==> config.mk <==
export PLATFORM = sky130hd
export DESIGN_NAME = gb_cpu_mcycle_sequencer
export DESIGN_NICKNAME = d
export VERILOG_FILES = /design/src/rtl/gb_cpu_common_pkg.sv /design/src/rtl/gb_cpu_tcycle_counter.sv /design/src/rtl/gb_cpu_mcycle_sequencer.sv
export SDC_FILE = /design/constraint.sdc
export NUM_CORES = 1
export LEC_CHECK = 0
export ABC_AREA = 0
export CAP_MARGIN = 20
export CORE_AREA = 2 2 103 105
export CTS_BUF_LIST = sky130_fd_sc_hd__clkbuf_16
export DETAILED_ROUTE_END_ITERATION = 10
export DIE_AREA = 0 0 105 107
export PLACE_DENSITY_LB_ADDON = 0.05
export SYNTH_ARGS = -nofsm -noshare
export SYNTH_HDL_FRONTEND = slang
export SYNTH_SLANG_ARGS = --single-unit
==> constraint.sdc <==
create_clock -name clk -period 2.71 [get_ports clk]
set_clock_uncertainty 0.2 [all_clocks]
set_input_delay 0.4065 -clock clk [delete_from_list [all_inputs] [get_ports clk]]
set_output_delay 0.4065 -clock clk [all_outputs]
set_load 0.01 [all_outputs]
==> src/rtl/gb_cpu_common_pkg.sv <==
// gb_cpu_common_pkg: types and constants shared across the CPU core
// Holds the M-cycle sequencer state encoding and the CB page prefix opcode.
package gb_cpu_common_pkg;

    typedef enum logic [1:0] {
        S_BOOT,
        S_EXEC,
        S_HALT
    } seq_state_t;

    localparam logic [7:0] CB_PREFIX_OPCODE = 8'hCB;

endpackage

==> src/rtl/gb_cpu_tcycle_counter.sv <==
// gb_cpu_tcycle_counter: enabled modulo-N T-cycle counter with M-cycle boundary strobe
// Ports:
//   clk, rst_n  clock, asynchronous active-low reset
//   tick_en     advance enable
//   tcycle      current T-cycle index, wraps after N-1
//   m_boundary  high on the last T-cycle while tick_en is high
module gb_cpu_tcycle_counter #(
    parameter int N  = 4,
    parameter int TW = $clog2(N)
) (
    input  logic          clk,
    input  logic          rst_n,
    input  logic          tick_en,
    output logic [TW-1:0] tcycle,
    output logic          m_boundary
);

    logic last_t;

    assign last_t     = tcycle == TW'(N - 1);
    assign m_boundary = tick_en && last_t;

    always_ff @(posedge clk or negedge rst_n)
        if (!rst_n)
            tcycle <= '0;
        else if (tick_en)
            tcycle <= last_t ? '0 : tcycle + 1'b1;

endmodule

==> src/rtl/gb_cpu_mcycle_sequencer.sv <==
// gb_cpu_mcycle_sequencer: steps decoded instruction schedules through M-cycles
// Ports:
//   clk, rst_n       clock, asynchronous active-low reset
//   tick_en          T-cycle advance enable; low freezes all state
//   opcode_in        fetched byte, sampled at the final T-cycle of a fetch M-cycle
//   sched_ctrl       flattened per-M-cycle control words from the decoder
//   sched_len        instruction length in M-cycles (clamped to 1..MAX_MCYCLES)
//   sched_cond_idx   1-based M-cycle whose end samples cond_met; 0 = unconditional
//   cond_met         branch condition result
//   halt_req         current instruction is HALT
//   irq_pending      wake source while halted
//   ir, cb_prefix    instruction register and CB page flag, to the decoder
//   ctrl_word        active control word (zero outside S_EXEC)
//   mcycle, tcycle   current M-cycle and T-cycle indices
//   m_boundary       last T-cycle of an M-cycle with tick_en high
//   instr_done       boundary of an instruction's final M-cycle
//   halted           in the HALT state
module gb_cpu_mcycle_sequencer
    import gb_cpu_common_pkg::*;
#(
    parameter  int MAX_MCYCLES   = 6,
    parameter  int TCYCLES_PER_M = 4,
    parameter  int CTRL_W        = 32,
    localparam int MW            = $clog2(MAX_MCYCLES + 1),
    localparam int TW            = $clog2(TCYCLES_PER_M)
) (
    input  logic                          clk,
    input  logic                          rst_n,
    input  logic                          tick_en,
    input  logic [7:0]                    opcode_in,
    input  logic [MAX_MCYCLES*CTRL_W-1:0] sched_ctrl,
    input  logic [MW-1:0]                 sched_len,
    input  logic [MW-1:0]                 sched_cond_idx,
    input  logic                          cond_met,
    input  logic                          halt_req,
    input  logic                          irq_pending,
    output logic [7:0]                    ir,
    output logic                          cb_prefix,
    output logic [CTRL_W-1:0]             ctrl_word,
    output logic [MW-1:0]                 mcycle,
    output logic [TW-1:0]                 tcycle,
    output logic                          m_boundary,
    output logic                          instr_done,
    output logic                          halted
);

    seq_state_t          state;
    logic [MW-1:0]       eff_len;
    logic [MW-1:0]       last_idx;
    logic                last_m;
    logic                cond_fail;
    logic [CTRL_W-1:0]   words [2**MW];

    gb_cpu_tcycle_counter #(
        .N  (TCYCLES_PER_M),
        .TW (TW)
    ) u_tcnt (
        .clk        (clk),
        .rst_n      (rst_n),
        .tick_en    (tick_en),
        .tcycle     (tcycle),
        .m_boundary (m_boundary)
    );

    // Padded to a power of two so any mcycle value indexes a defined word.
    for (genvar k = 0; k < 2**MW; k++) begin : g_words
        if (k < MAX_MCYCLES) begin : g_live
            assign words[k] = sched_ctrl[k*CTRL_W +: CTRL_W];
        end else begin : g_pad
            assign words[k] = '0;
        end
    end

    always_comb begin
        eff_len   = sched_len == '0 ? MW'(1) :
                    sched_len > MW'(MAX_MCYCLES) ? MW'(MAX_MCYCLES) : sched_len;
        last_idx  = eff_len - MW'(1);
        last_m    = mcycle == last_idx;
        // A condition index beyond the instruction length is unconditional.
        cond_fail = sched_cond_idx != '0 && sched_cond_idx <= eff_len &&
                    mcycle == sched_cond_idx - MW'(1) && !cond_met;
    end

    assign ctrl_word  = state == S_EXEC ? words[mcycle] : '0;
    assign instr_done = m_boundary && state == S_EXEC && last_m;
    assign halted     = state == S_HALT;

    always_ff @(posedge clk or negedge rst_n)
        if (!rst_n) begin
            state     <= S_BOOT;
            ir        <= 8'h00;
            cb_prefix <= 1'b0;
            mcycle    <= '0;
        end else if (m_boundary) begin
            case (state)
                S_BOOT: begin
                    ir        <= opcode_in;
                    cb_prefix <= 1'b0;
                    mcycle    <= '0;
                    state     <= S_EXEC;
                end
                S_EXEC: begin
                    if (last_m) begin
                        mcycle <= '0;
                        if (halt_req)
                            state <= S_HALT;
                        else begin
                            ir        <= opcode_in;
                            // A CB byte fetched as a CB-page opcode is not a new prefix.
                            cb_prefix <= ir == CB_PREFIX_OPCODE && !cb_prefix;
                        end
                    end else
                        mcycle <= cond_fail ? last_idx : mcycle + MW'(1);
                end
                S_HALT: begin
                    if (irq_pending) begin
                        ir        <= opcode_in;
                        cb_prefix <= 1'b0;
                        state     <= S_EXEC;
                    end
                end
                default: state <= S_BOOT;
            endcase
        end

endmodule
Word level (Yosys, flattened, before mapping)
Index checks and enable logic that the tools add are counted.
{"block": "totals", "ff_bits": 16, "inputBits": 212, "out_inout_bits": 49, "wordCells": 62}
{"block": "op_classes", "add_sub_neg": 4, "order_cmp": 3, "n_eq_ne": 10, "mux": 22, "bitwise_logic": 1, "reduce_logical": 17}
{"cell": "32-bit binary-select mux with 3-bit select", "count": 1}
{"cell": "32-bit two-way mux", "count": 3}
{"cell": "8-bit two-way mux", "count": 3}
{"cell": "8-bit case mux with 3 select lines", "count": 1}
{"cell": "3-bit two-way mux", "count": 4}
{"cell": "8-bit == test, second input constant", "count": 1}
{"cell": "2-bit two-way mux", "count": 4}
{"cell": "2-bit inequality test, second input constant", "count": 4}
{"cell": "1-bit logical AND", "count": 7}
{"cell": "3-bit == test", "count": 2}
{"cell": "2-bit case mux with 3 select lines", "count": 1}
{"cell": "3-bit case mux with 2 select lines", "count": 1}
{"cell": "3-bit nonzero test", "count": 2}
{"cell": "3-bit by 1-bit subtractor with 3-bit output, second input constant", "count": 2}
{"cell": "5-bit AND reduction", "count": 1}
{"cell": "2-bit == test, second input constant", "count": 2}
{"cell": "4-bit >= comparator, second input constant", "count": 1}
{"cell": "3-bit inverter with 4-bit output", "count": 1}
{"cell": "4-bit AND reduction", "count": 1}
{"cell": "3-bit by 1-bit adder with 3-bit output, second input constant", "count": 1}
{"cell": "3-bit greater-than comparator, second input constant", "count": 1}
{"cell": "3-bit <= comparator", "count": 1}
{"cell": "3-bit zero test", "count": 1}
{"cell": "1-bit two-way mux", "count": 3}
{"cell": "other kinds (7)", "count": 8}

Longest topological paths before layout
Gate-level depths: netlist of run 1.
{"block": "depth", "ltp_word": 10, "depth_mapped": 11, "ltp_nobuf": 10}

By module
Synthesis of run 1 repeated with hierarchy kept, for this count alone.
{"block": "hier_totals", "hier_cells": 250, "area_unflattened_um2": 2657.5}
{"mod": "gb_cpu_mcycle_sequencer", "n_inst": 1, "cells_per_inst": 243, "area_each_um2": 2561.2, "seq_area_each_um2": 350.3}
{"mod": "gb_cpu_tcycle_counter", "n_inst": 1, "cells_per_inst": 7, "area_each_um2": 96.3, "seq_area_each_um2": 50.0}

Least setup slack after synthesis of run 1
OpenSTA, ideal clock, no wires.
{"block": "synth_path", "kind": "input -> register", "from": "in sched_len[0]", "to": "reg ir[0]", "setup_time_ns": 0.125, "arrival_ns": 2.268, "required_ns": 2.385, "slack_ns": 0.117, "path_stages": 8, "n_path_buf": 0, "cell_sequence": "and2b_2 -> a21o_2 -> ha_1 -> xor3_1 -> nor2_2 -> o211ai_2 -> o31ai_4 -> mux2_2"}
{"block": "synth_via", "elab_chain_len": 7, "elab_cells_between_ends": 8, "classes_between": "add/sub (1); order compare (1); eq/ne (2); mux (2); reduce/logical (2)"}
{"item": "start, declared", "line": "gb_cpu_mcycle_sequencer.sv:32", "source": "input logic [MW-1:0] sched_len,"}
{"item": "3-bit greater-than comparator", "line": "gb_cpu_mcycle_sequencer.sv:76", "source": "sched_len > MW'(MAX_MCYCLES) ? MW'(MAX_MCYCLES) : sched_len;"}
{"item": "3-bit two-way mux", "line": "gb_cpu_mcycle_sequencer.sv:76"}
{"item": "3-bit two-way mux (*)", "line": "gb_cpu_mcycle_sequencer.sv:75", "source": "eff_len = sched_len == '0 ? MW'(1) :"}
{"item": "3-bit by 1-bit subtractor with 3-bit output (*)", "line": "gb_cpu_mcycle_sequencer.sv:77", "source": "last_idx = eff_len - MW'(1);"}
{"item": "3-bit == test (*)", "line": "gb_cpu_mcycle_sequencer.sv:78", "source": "last_m = mcycle == last_idx;"}
{"item": "2-bit inequality test (no line) (*)"}
{"item": "5-bit AND reduction (no line) (*)"}
{"item": "end signal, assigned", "line": "gb_cpu_mcycle_sequencer.sv:97", "source": "ir <= opcode_in;"}
{"item": "end signal, assigned", "line": "gb_cpu_mcycle_sequencer.sv:108", "source": "ir <= opcode_in;"}
{"item": "end signal, assigned", "line": "gb_cpu_mcycle_sequencer.sv:117", "source": "ir <= opcode_in;"}
{"item": "end, declared", "line": "gb_cpu_mcycle_sequencer.sv:37", "source": "output logic [7:0] ir,"}
Mark *: on every way between the ends. The rest lies on a longest branch, timed or not.
A chain may end at the register's enable or synchronous reset.

Worst setup path after layout of run 1
{"block": "layout_path", "from": "in sched_len[1]", "to": "reg cb_prefix"}
{"block": "layout_via", "elab_chain_len": 7, "elab_cells_between_ends": 8, "classes_between": "add/sub (1); order compare (1); eq/ne (2); mux (2); reduce/logical (2)"}
{"item": "3-bit greater-than comparator", "line": "gb_cpu_mcycle_sequencer.sv:76"}
{"item": "3-bit two-way mux", "line": "gb_cpu_mcycle_sequencer.sv:76"}
{"item": "3-bit two-way mux (*)", "line": "gb_cpu_mcycle_sequencer.sv:75"}
{"item": "3-bit by 1-bit subtractor with 3-bit output (*)", "line": "gb_cpu_mcycle_sequencer.sv:77"}
{"item": "3-bit == test (*)", "line": "gb_cpu_mcycle_sequencer.sv:78"}
{"item": "2-bit inequality test (no line) (*)"}
{"item": "5-bit AND reduction (no line) (*)"}
{"item": "end signal, assigned", "line": "gb_cpu_mcycle_sequencer.sv:110", "source": "cb_prefix <= ir == CB_PREFIX_OPCODE && !cb_prefix;"}
{"item": "end, declared", "line": "gb_cpu_mcycle_sequencer.sv:38", "source": "output logic cb_prefix,"}
Marks and branches as above.

==> results of run 1 <==
-- cell families after synthesis --
kind of cell,Yosys count
buffers and inverters,35
XOR/XNOR,7
AO/OA/AOI/OAI,48
multiplexers,76
adder cells (fa/ha/maj),8
AND/OR/NAND/NOR,58
flip-flops,16
-- area by class of cell --
| class | count | area, µm² |
|---|---|---|
| tap | 136 | 170 |
| timing repair buffer | 308 | 3060 |
| inverter | 11 | 41.3 |
| clock inverter | 1 | 3.75 |
| clock buffer | 3 | 75.1 |
| sequential | 16 | 405 |
| multi-input combinational | 197 | 2140 |
| fill | 925 | 4190 |
-- metrics by stage --
stage	TNS (ns)	power [mW]	hold WS, ns	instances
floorplan	0	2.49	-0.0891	248
global placement	-6.26	4.40	0.320	643
detailed placement	-6.83	4.42	0.320	643
CTS	-0.311	4.74	0.333	666
global route	-0.523	5.09	0.359	672
finish	0	4.78	0.333	672
-- how the worst min path moves through the flow --
stage,startpoint,endpoint,slack (ns),cells past startpoint
6_report,ir[6],ir[6],0.33,1
2_1_floorplan,rst_n,cb_prefix,-0.09,0
4_1_cts,ir[3],ir[3],0.33,1
3_5_place_dp,ir[6],ir[6],0.32,1
5_1_grt,ir[3],ir[3],0.36,1
3_3_place_gp,ir[6],ir[6],0.32,1
-- timing repair --
| item | 4_1_cts | 5_1_grt |
|---|---|---|
| resized for setup | 50 | 53 |
| setup endpoints to repair | 45 | 28 |
| setup buffers | 16 | 6 |
| pin swaps | 3 | 5 |
| cloned | 3 | 0 |
-- layout by cell type (no fill, tap or decap), drive strengths merged, types with 2 or more instances in the layout --
| cell | instances |
|---|---|
| a211o | 2 |
| a22oi | 32 |
| a32o | 2 |
| and3 | 2 |
| buf | 49 |
| bufbuf | 2 |
| clkbuf | 17 |
| clkdlybuf4s15 | 3 |
| clkdlybuf4s50 | 224 |
| dfrtp | 16 |
| dlygate4sd2 | 12 |
| dlymetal6s2s | 4 |
| ha | 8 |
| inv | 11 |
| mux2 | 43 |
| mux4 | 32 |
| nand2 | 3 |
| nand2b | 3 |
| nand3 | 2 |
| nor2 | 37 |
| nor2b | 2 |
| nor4b | 2 |
| o211ai | 2 |
| o21ai | 2 |
| o31ai | 2 |
| or2 | 2 |
| xnor2 | 3 |
| xor2 | 3 |
-- sequential cells by signal (all words and copies together), names as in the netlist --
name	cells
cb_prefix	1
state	2
u_tcnt.tcycle	2
ir	8
mcycle	3
-- routing by layer --
metal  vias to the layer above  track usage [%]  wire, µm
met5                         -                0         0
met4                         0             3.43       125
met3                         8             4.07       804
met2                       134             42.0      7070
met1                      1640             28.5      5390
li1                       1549                -         -
-- worst reg2reg max path: stages (launching register included) --
cell       delay, ns
dfrtp_4         0.51
buf_4           0.15
bufbuf_16       0.27
inv_1           0.06
a211o_1         0.13
o211ai_2        0.12
buf_4           0.16
o31ai_4         0.22
buf_6           0.16
buf_12          0.12
mux2_4          0.29
-- power breakdown --
group	leakage, nW	total [mW]	switching (mW)	internal (mW)
clock network	0.0423	0.287	0.0910	0.196
logic	2.18	4.04	1.70	2.33
registers	0.203	0.457	0.119	0.338
==> impl_results.md, run 1 <==
- Number of diodes: 0
- CTS Sinks: 16
- HPWL Detailed: 10500 µm
- Distinct cells, synth: 45
- Pin count of the biggest net entering global routing: 34
- Post-synth EDFFs: 0
- Critical Path RT: 2.64 ns
- Post-Place Cell Area: 0.00553 mm²
- Multiplexer share of the synthesized area: 46.5%
- Synth Area in XOR/XNOR: 2.92%
- DRC: 0
- Final ANT Viol Nets: 0
- Cell with the most instances after synthesis: mux2_2
- Synth-to-Final Area Change: 126%
- Gr usage total: 22.9%
- Final Cell Area: 0.00590 mm²
- Starting Density: 25.9%
- Crit-path cells: buf_6 -> and2b_2 -> a21o_4 -> ha_4 -> xor3_1 -> nor2_2 -> o211ai_2 -> buf_4 -> o31ai_4 -> buf_6 -> buf_12 -> mux2_4
- Slowest CP cell: xor3_1
- Fmax: 371 MHz
- Reg-to-Reg End: cb_prefix
- Syn nets: 468
- CP most frequent cell: buf_6
- Post-synthesis compound-gate area fraction: 14.7%
- DR iter-0 viols: 111
- Synth Warn #: 0
- Iteration count of the initial detailed-routing pass: 4
- Via/cell ratio: 4.96
- Vias after detailed routing: 3331
- R2R cell count: 10
- Final wirelength: 13400 µm
- Critical Path Source: sched_len[1]
- Placer Congestion: 0.822
- Fin. max-slew vios: 0
- Most common flop cell mapped by yosys: dfrtp_1
- Synth Register Bits: 16
- Buf/Inv on CP: 4
- Simple-gate share of the synthesized area: 10.8%
- Antenna violations before repair: 0
- Reg2reg setup slack: 0.21 ns
- Crit path max-delay family: buffers and inverters
- Startpoint types: input pin
- Final setup fails: 0
- IO Pins: 261
- Clock root cell: clkbuf_16
- Post-synth top cells: mux2_2, nor2_1, a22oi_1, mux4_2, dfrtp_1
- Ys async rst share: 100%
- Post-Syn Instances: 248
- CP max FO: 5
- CTS tree: yes
- Pwr/cell area: 810 mW/mm²
- Final core utilization: 58.4%
- Class of the worst hold path: register to register
- Die ar.: 0.0112 mm²
- Worst Setup EP: cb_prefix
- Setup Crit Path Kind: input pin to register
- Clock-pin slew on the worst setup and hold paths: 0.05 ns
- Post-Syn Area per Cell: 10.5 µm²
- Deepest clock path buffer count: 2
- Max Cap Violations: 0
- Vias in the first global route: 3456
- Std-Cell Rows: 37
- Layout cell share with drive strength beyond 1: 30.2%
- Total gr overflow: 0
- Post-Place Worst Slack: -0.642 ns
- Leakage power: 2.43 nW
- Status: complete, no violations
- CTS Buf Count: 3
- Final number of hold-violating endpoints: 0
- Max_slew headroom: 50.9%
- Cell depth of the worst setup path: 12
- Top cells by area, synth: mux4_2, mux2_2, dfrtp_1
- First-pass GRT wire length: 20200 µm
- Max incr delay on CP: 0.35 ns
- Worst Path Arrival: 2.62 ns
- Post-Syn Area: 0.00261 mm²
- Worst Tran Pin Value: 0.735 ns
- Synth area leader: mux4_2
- Final worst-path cycle share: 99.4%
- Worst-Skew Late Latency: 0.25 ns
- Minimum clock period: 2.69 ns
- IO buf count: 260
- Die W: 105 µm
- Yosys top cell area share: 27.6%
- Post-DR wirelength/cell: 19.9 µm
- Worst Setup End Kind: register
- Core area: 0.0101 mm²
- Post-CTS Hold Fix Bufs: 0
- Sequential-to-total area share from yosys stat: 15.3%
- VDD IR max: 0.525 mV
- Worst r2r src: mcycle[0]
- Largest family of logic cells by synthesized area: multiplexers
- Synthesized-area fraction occupied by adder cells: 3.83%
- Setup ws final: 0.0174 ns
- Final nets: 757
- H-tree levels: 1
- Floorplan die height: 107 µm
- RSZ-0062 raised after global routing: true
Power figures use the tool's default switching activity.
==> inputs of run 2 (changes only) <==
- TNS_END_PERCENT: not set -> 20
==> impl_results.md, run 2 (synthesized netlist as in run 1, its figures left out) <==
- Deepest clock path buffer count: 2 (unchanged)
- Synth-to-Final Area Change: 121% (was 126%)
- Antenna violations before repair: 0 (unchanged)
- Vias in the first global route: 3409 (was 3456)
- Worst Setup End Kind: register (unchanged)
- Worst Setup EP: cb_prefix (unchanged)
- Status: complete, no violations (unchanged)
- Post-CTS Hold Fix Bufs: 0 (unchanged)
- Hold Path Stages: 1 (unchanged)
- IO Pins: 261 (unchanged)
- Fin. max-slew vios: 0 (unchanged)
- Via/cell ratio: 5.00 (was 4.96)
- Commonest non-fill, non-tap cells in the layout: clkdlybuf4s50_1, nor2_1, mux2_2, mux4_2, a22oi_1 (was clkdlybuf4s50_1, buf_4, nor2_1, mux2_2, mux4_2)
- Total gr overflow: 0 (unchanged)
- HPWL Detailed: 10500 µm (unchanged)
- Placer Congestion: 0.822 (unchanged)
- Final nets: 741 (was 757)
- Setup Total Neg Slack: 0 ns (unchanged)
- Leakage power: 2.31 nW (was 2.43 nW)
- Die W: 105 µm (unchanged)
- Fmax: 371 MHz (about the same)
- RSZ-0062 raised after global routing: true (unchanged)
- Pin count of the biggest net entering global routing: 34 (unchanged)
- Class of the worst hold path: register to register (unchanged)
- Post-DR wirelength/cell: 20.0 µm (was 19.9 µm)
- Reg-to-Reg End: cb_prefix (unchanged)
- Clock-pin slew on the worst setup and hold paths: 0.05 ns (about the same)
- Max Cap Violations: 0 (unchanged)
- Die ar.: 0.0112 mm² (unchanged)
- Final number of hold-violating endpoints: 0 (unchanged)
- Final ANT Viol Nets: 0 (unchanged)
- IO buf count: 260 (unchanged)
- Overall power: 4.59 mW (was 4.78 mW)
- Pwr/cell area: 795 mW/mm² (was 810 mW/mm²)
- Multi-input gate area: 0.00215 mm² (was 0.00214 mm²)
- CTS Sinks: 16 (unchanged)
- First-pass GRT wire length: 20000 µm (was 20200 µm)
- Worst Tran Pin Value: 0.743 ns (was 0.735 ns)
- Gr usage total: 22.5% (was 22.9%)
- Vias after detailed routing: 3284 (was 3331)
- Worst-Skew Late Latency: 0.25 ns (about the same)
- Minimum clock period: 2.69 ns (about the same)
- CTS Buf Count: 3 (unchanged)
- Reg2reg setup slack: 0.21 ns (about the same)
- Final setup fails: 0 (unchanged)
- Largest register FFs: 8 (unchanged)
- Storage cell area: 405 µm² (unchanged)
- Iteration count of the initial detailed-routing pass: 6 (was 4)
- Final wirelength: 13100 µm (was 13400 µm)
- Hold Startpoint: ir[6] (unchanged)
- Clock root cell: clkbuf_16 (unchanged)
- VDD IR max: 0.532 mV (was 0.525 mV)
- CP max FO: 5 (unchanged)
- DRC: 0 (unchanged)
- H-tree levels: 1 (unchanged)
- Largest Register: ir (unchanged)
- Std-Cell Rows: 37 (unchanged)
- Final worst-path cycle share: 99.3% (was 99.4%)
- Layout cell share with drive strength beyond 1: 27.9% (was 30.2%)
- DR iter-0 viols: 125 (was 111)
- CTS tree: yes (unchanged)
- Starting Density: 25.9% (unchanged)
- Max_slew headroom: 50.3% (was 50.9%)
- Worst r2r src: mcycle[0] (unchanged)
- Critical Path RT: 2.64 ns (about the same)
- Fill cells: 926 (was 925)
- R2R cell count: 10 (unchanged)
- Commonest non-fill, non-tap cell in the layout: clkdlybuf4s50_1 (unchanged)
- Startpoint types: input pin (unchanged)
- Setup Crit Path Kind: input pin to register (unchanged)
- Worst Path Arrival: 2.62 ns (about the same)
- Floorplan die height: 107 µm (unchanged)
- Critical Path Source: sched_len[1] (unchanged)
- Core area: 0.0101 mm² (unchanged)
- Largest regs: ir: 8 flops, mcycle: 3 flops (unchanged)
run 2: layout make-up:
cell class | count | area share [%]
diodes | 1 | 0.0434
clock buffers | 3 | 1.30
clock inverters | 1 | 0.0651
inverters | 11 | 0.716
multi-input cells | 197 | 37.3
flip-flops and latches | 16 | 7.03
well taps | 136 | 2.95
repair buffers | 292 | 50.6
run 2: layer usage:
| layer | routed length, µm | vias to the layer above | global-route usage (%) |
|---|---|---|---|
| li1 | - | 1519 | - |
| met5 | 0 | - | 0 |
| met2 | 7040 | 144 | 41.2 |
| met3 | 776 | 8 | 4.01 |
| met1 | 5260 | 1613 | 28.2 |
| met4 | 72 | 0 | 3.43 |
run 2: through the flow:
step	worst slack (ns)	std cells	utilization, %	area, µm²	hold slack, ns
global route	-0.0629	656	57.1	5770	0.359
finish	0.0179	657	57.2	5770	0.335
detailed placement	-0.642	643	54.8	5530	0.320
global placement	-0.618	643	54.8	5530	0.320
CTS	-0.118	650	56.1	5660	0.333
floorplan	0.117	248	-	2610	-0.0891
run 2: critical path, cell delays in order:
cell	delay (ns)
buf_6	0.09
and2b_2	0.19
a21o_4	0.19
ha_4	0.16
xor3_1	0.35
nor2_2	0.15
o211ai_2	0.11
buf_4	0.16
o31ai_4	0.22
buf_6	0.16
buf_12	0.12
mux2_4	0.29
run 2: where the power goes:
| group | leakage, nW | switching (mW) | internal [mW] |
|---|---|---|---|
| Combinational | 2.06 | 1.67 | 2.18 |
| Sequential | 0.203 | 0.120 | 0.338 |
| Clock | 0.0423 | 0.0921 | 0.196 |
run 2: what timing repair did:
action | 4_1_cts | 5_1_grt
resized for setup | 46 | 63
pin swaps | 3 | 4
cloned | 2 | 0
endpoints found under the setup margin | 45 | 26
setup buffers | 1 | 6
run 2: worst min path at each step:
stage | endpoint | slack [ns]
finish | ir[6] | 0.34
global route | ir[3] | 0.36
CTS | ir[3] | 0.33
detailed placement | ir[6] | 0.32
global placement | ir[6] | 0.32
floorplan | cb_prefix | -0.09
==> inputs of run 3 (changes only) <==
- SKIP_LAST_GASP: not set -> 1
==> impl_results.md, run 3 (synthesized netlist as in run 1, its figures left out) <==
- Worst Tran Pin Value: 0.745 ns (was 0.743 ns)
- Leakage power: 2.33 nW (was 2.31 nW)
- Max_slew headroom: 50.2% (was 50.3%)
- IO buf count: 260 (unchanged)
- Critical Path RT: 2.10 ns (was 2.64 ns)
- Post-CTS Hold Fix Bufs: 0 (unchanged)
- Crit path max-delay family: buffers and inverters (unchanged)
- Placer Congestion: 0.822 (unchanged)
- CTS Buf Count: 3 (unchanged)
- First-pass GRT wire length: 20000 µm (about the same)
- Startpoint types: register (was input pin)
- Worst-Skew Late Latency: 0.25 ns (about the same)
- Synth-to-Final Area Change: 121% (about the same)
- Via/cell ratio: 4.93 (was 5.00)
- Fin. max-slew vios: 0 (unchanged)
- IO Pins: 261 (unchanged)
- Clock-pin slew on the worst setup and hold paths: 0.05 ns (about the same)
- Reg2reg setup slack: 0.18 ns (was 0.21 ns)
- Commonest non-fill, non-tap cells in the layout: clkdlybuf4s50_1, mux2_2, nor2_1, mux4_2, a22oi_1 (was clkdlybuf4s50_1, nor2_1, mux2_2, mux4_2, a22oi_1)
- Antenna violations before repair: 0 (unchanged)
- Final ANT Viol Nets: 0 (unchanged)
- Iteration count of the initial detailed-routing pass: 4 (was 6)
- Setup ws final: -0.152 ns (was 0.0179 ns)
- Fmax: 349 MHz (was 371 MHz)
- Commonest non-fill, non-tap cell in the layout: clkdlybuf4s50_1 (unchanged)
- Vias after detailed routing: 3241 (was 3284)
- Post-Place Worst Slack: -0.642 ns (unchanged)
- Core area: 0.0101 mm² (unchanged)
- Pwr/cell area: 833 mW/mm² (was 795 mW/mm²)
- Storage cell area: 405 µm² (unchanged)
- Largest regs: ir: 8 flops, mcycle: 3 flops (unchanged)
- Worst Path Arrival: 2.26 ns (was 2.62 ns)
- Pin count of the biggest net entering global routing: 34 (unchanged)
- Non-filler instance count after layout: 657 (unchanged)
- Overall power: 4.81 mW (was 4.59 mW)
- Starting Density: 25.9% (unchanged)
- Final worst-path cycle share: 106% (was 99.3%)
- CTS tree: yes (unchanged)
- Final nets: 742 (was 741)
- Die W: 105 µm (unchanged)
- Worst Setup End Kind: primary output (was register)
- H-tree levels: 1 (unchanged)
- Deepest clock path buffer count: 2 (unchanged)
- Layout cell share with drive strength beyond 1: 24.2% (was 27.9%)
- Largest register FFs: 8 (unchanged)
- Placed insts: 643 (unchanged)
- Final number of hold-violating endpoints: 0 (unchanged)
- RSZ-0062 raised after global routing: true (unchanged)
- Final core utilization: 57.3% (was 57.2%)
- Status: finished, violations left (was complete, no violations)
- Crit-path cells: buf_12 -> mux4_2 -> a22oi_1 -> nor2_1 -> clkdlybuf4s50_1 (was buf_6 -> and2b_2 -> a21o_4 -> ha_4 -> xor3_1 -> nor2_2 -> o211ai_2 -> buf_4 -> o31ai_4 -> buf_6 -> buf_12 -> mux2_4)
- Minimum clock period: 2.86 ns (was 2.69 ns)
- Largest Register: ir (unchanged)
- Max incr delay on CP: 0.52 ns (was 0.35 ns)
- Setup Crit Path Kind: register to primary output (was input pin to register)
- DRC: 0 (unchanged)
- Gr usage total: 22.5% (unchanged)
- Total gr overflow: 0 (unchanged)
- Vias in the first global route: 3408 (was 3409)
- Die ar.: 0.0112 mm² (unchanged)
- Max Cap Violations: 0 (unchanged)
- Post-DR wirelength/cell: 20.0 µm (about the same)
- VDD IR max: 0.533 mV (was 0.532 mV)
- Clock root cell: clkbuf_16 (unchanged)
- CP max FO: 16 (was 5)
- Floorplan die height: 107 µm (unchanged)
- Setup Total Neg Slack: -2.38 ns (was 0 ns)
- Multi-input gate area: 0.00208 mm² (was 0.00215 mm²)
- DR iter-0 viols: 128 (was 125)
- Final Cell Area: 0.00578 mm² (was 0.00577 mm²)
- Failing checks: setup timing
- Buf/Inv on CP: 2 (was 4)
- Fill cells: 915 (was 926)
- CTS Sinks: 16 (unchanged)
- Slowest CP cell: clkdlybuf4s50_1 (was xor3_1)
- Std-Cell Rows: 37 (unchanged)
- Post-Place Cell Area: 0.00553 mm² (unchanged)
- Final wirelength: 13100 µm (about the same)
- Number of diodes: 0 (was 1)
- Class of the worst hold path: register to register (unchanged)
- Worst hold margin: 0.328 ns (was 0.335 ns)
- Final setup fails: 24 (was 0)
- HPWL Detailed: 10500 µm (unchanged)
run 3: cell types whose count changed in the layout (fill, tap and decap cells not counted), sizes merged, moves of 2 or more:
| cell | previous run | this run |
|---|---|---|
| buf | 34 | 32 |
| clkbuf | 14 | 4 |
| clkdlybuf4s15 | 13 | 1 |
| clkdlybuf4s50 | 224 | 249 |
| dlygate4sd2 | 7 | 2 |
| dlymetal6s2s | 2 | 7 |
run 3: area by class of cell:
| class | count | share of cell area (%) |
|---|---|---|
| inverter | 11 | 0.714 |
| sequential | 16 | 7.01 |
| multi-input combinational | 197 | 36.0 |
| tap | 136 | 2.94 |
| clock buffer | 3 | 1.30 |
| timing repair buffer | 293 | 52.0 |
| clock inverter | 1 | 0.0649 |
run 3: worst paths after layout:
path                            from                to  cells after the start
max                        mcycle[0]      ctrl_word[8]                      5
min                            ir[6]             ir[6]                      1
max reg2reg                mcycle[0]         cb_prefix                     10
min reg2reg                    ir[6]             ir[6]                      1
max in group asynchronous      rst_n         mcycle[0]                      1
min in group asynchronous      rst_n  u_tcnt.tcycle[1]                      1
run 3: repair_timing:
item / 4_1_cts / 5_1_grt
pin swaps: 3 / 0
setup buffers: 1 / 6
endpoints found under the setup margin: 45 / 43
gates resized for setup: 15 / 7
gates cloned: 2 / 1
run 3: worst reg2reg max path, delay by kind of cell (launching register included):
| family | cells | cell delay (ns) |
|---|---|---|
| compound gates | 3 | 0.42 |
| flops | 1 | 0.55 |
| buf+inv | 6 | 0.93 |
| mux | 1 | 0.32 |
run 3: report_power, final:
part | leakage [nW] | internal, mW | switching [mW]
clock | 0.0423 | 0.195 | 0.0909
sequential | 0.203 | 0.338 | 0.131
combinational | 2.09 | 2.42 | 1.63
run 3: per-layer routing:
| layer | vias up | part of all wire [%] | track usage (%) |
|---|---|---|---|
| met4 | 0 | 1.2 | 3.43 |
| met2 | 128 | 53 | 41.2 |
| li1 | 1524 | - | - |
| met1 | 1575 | 40 | 28.3 |
| met3 | 14 | 5.7 | 3.89 |
| met5 | - | 0 | 0 |
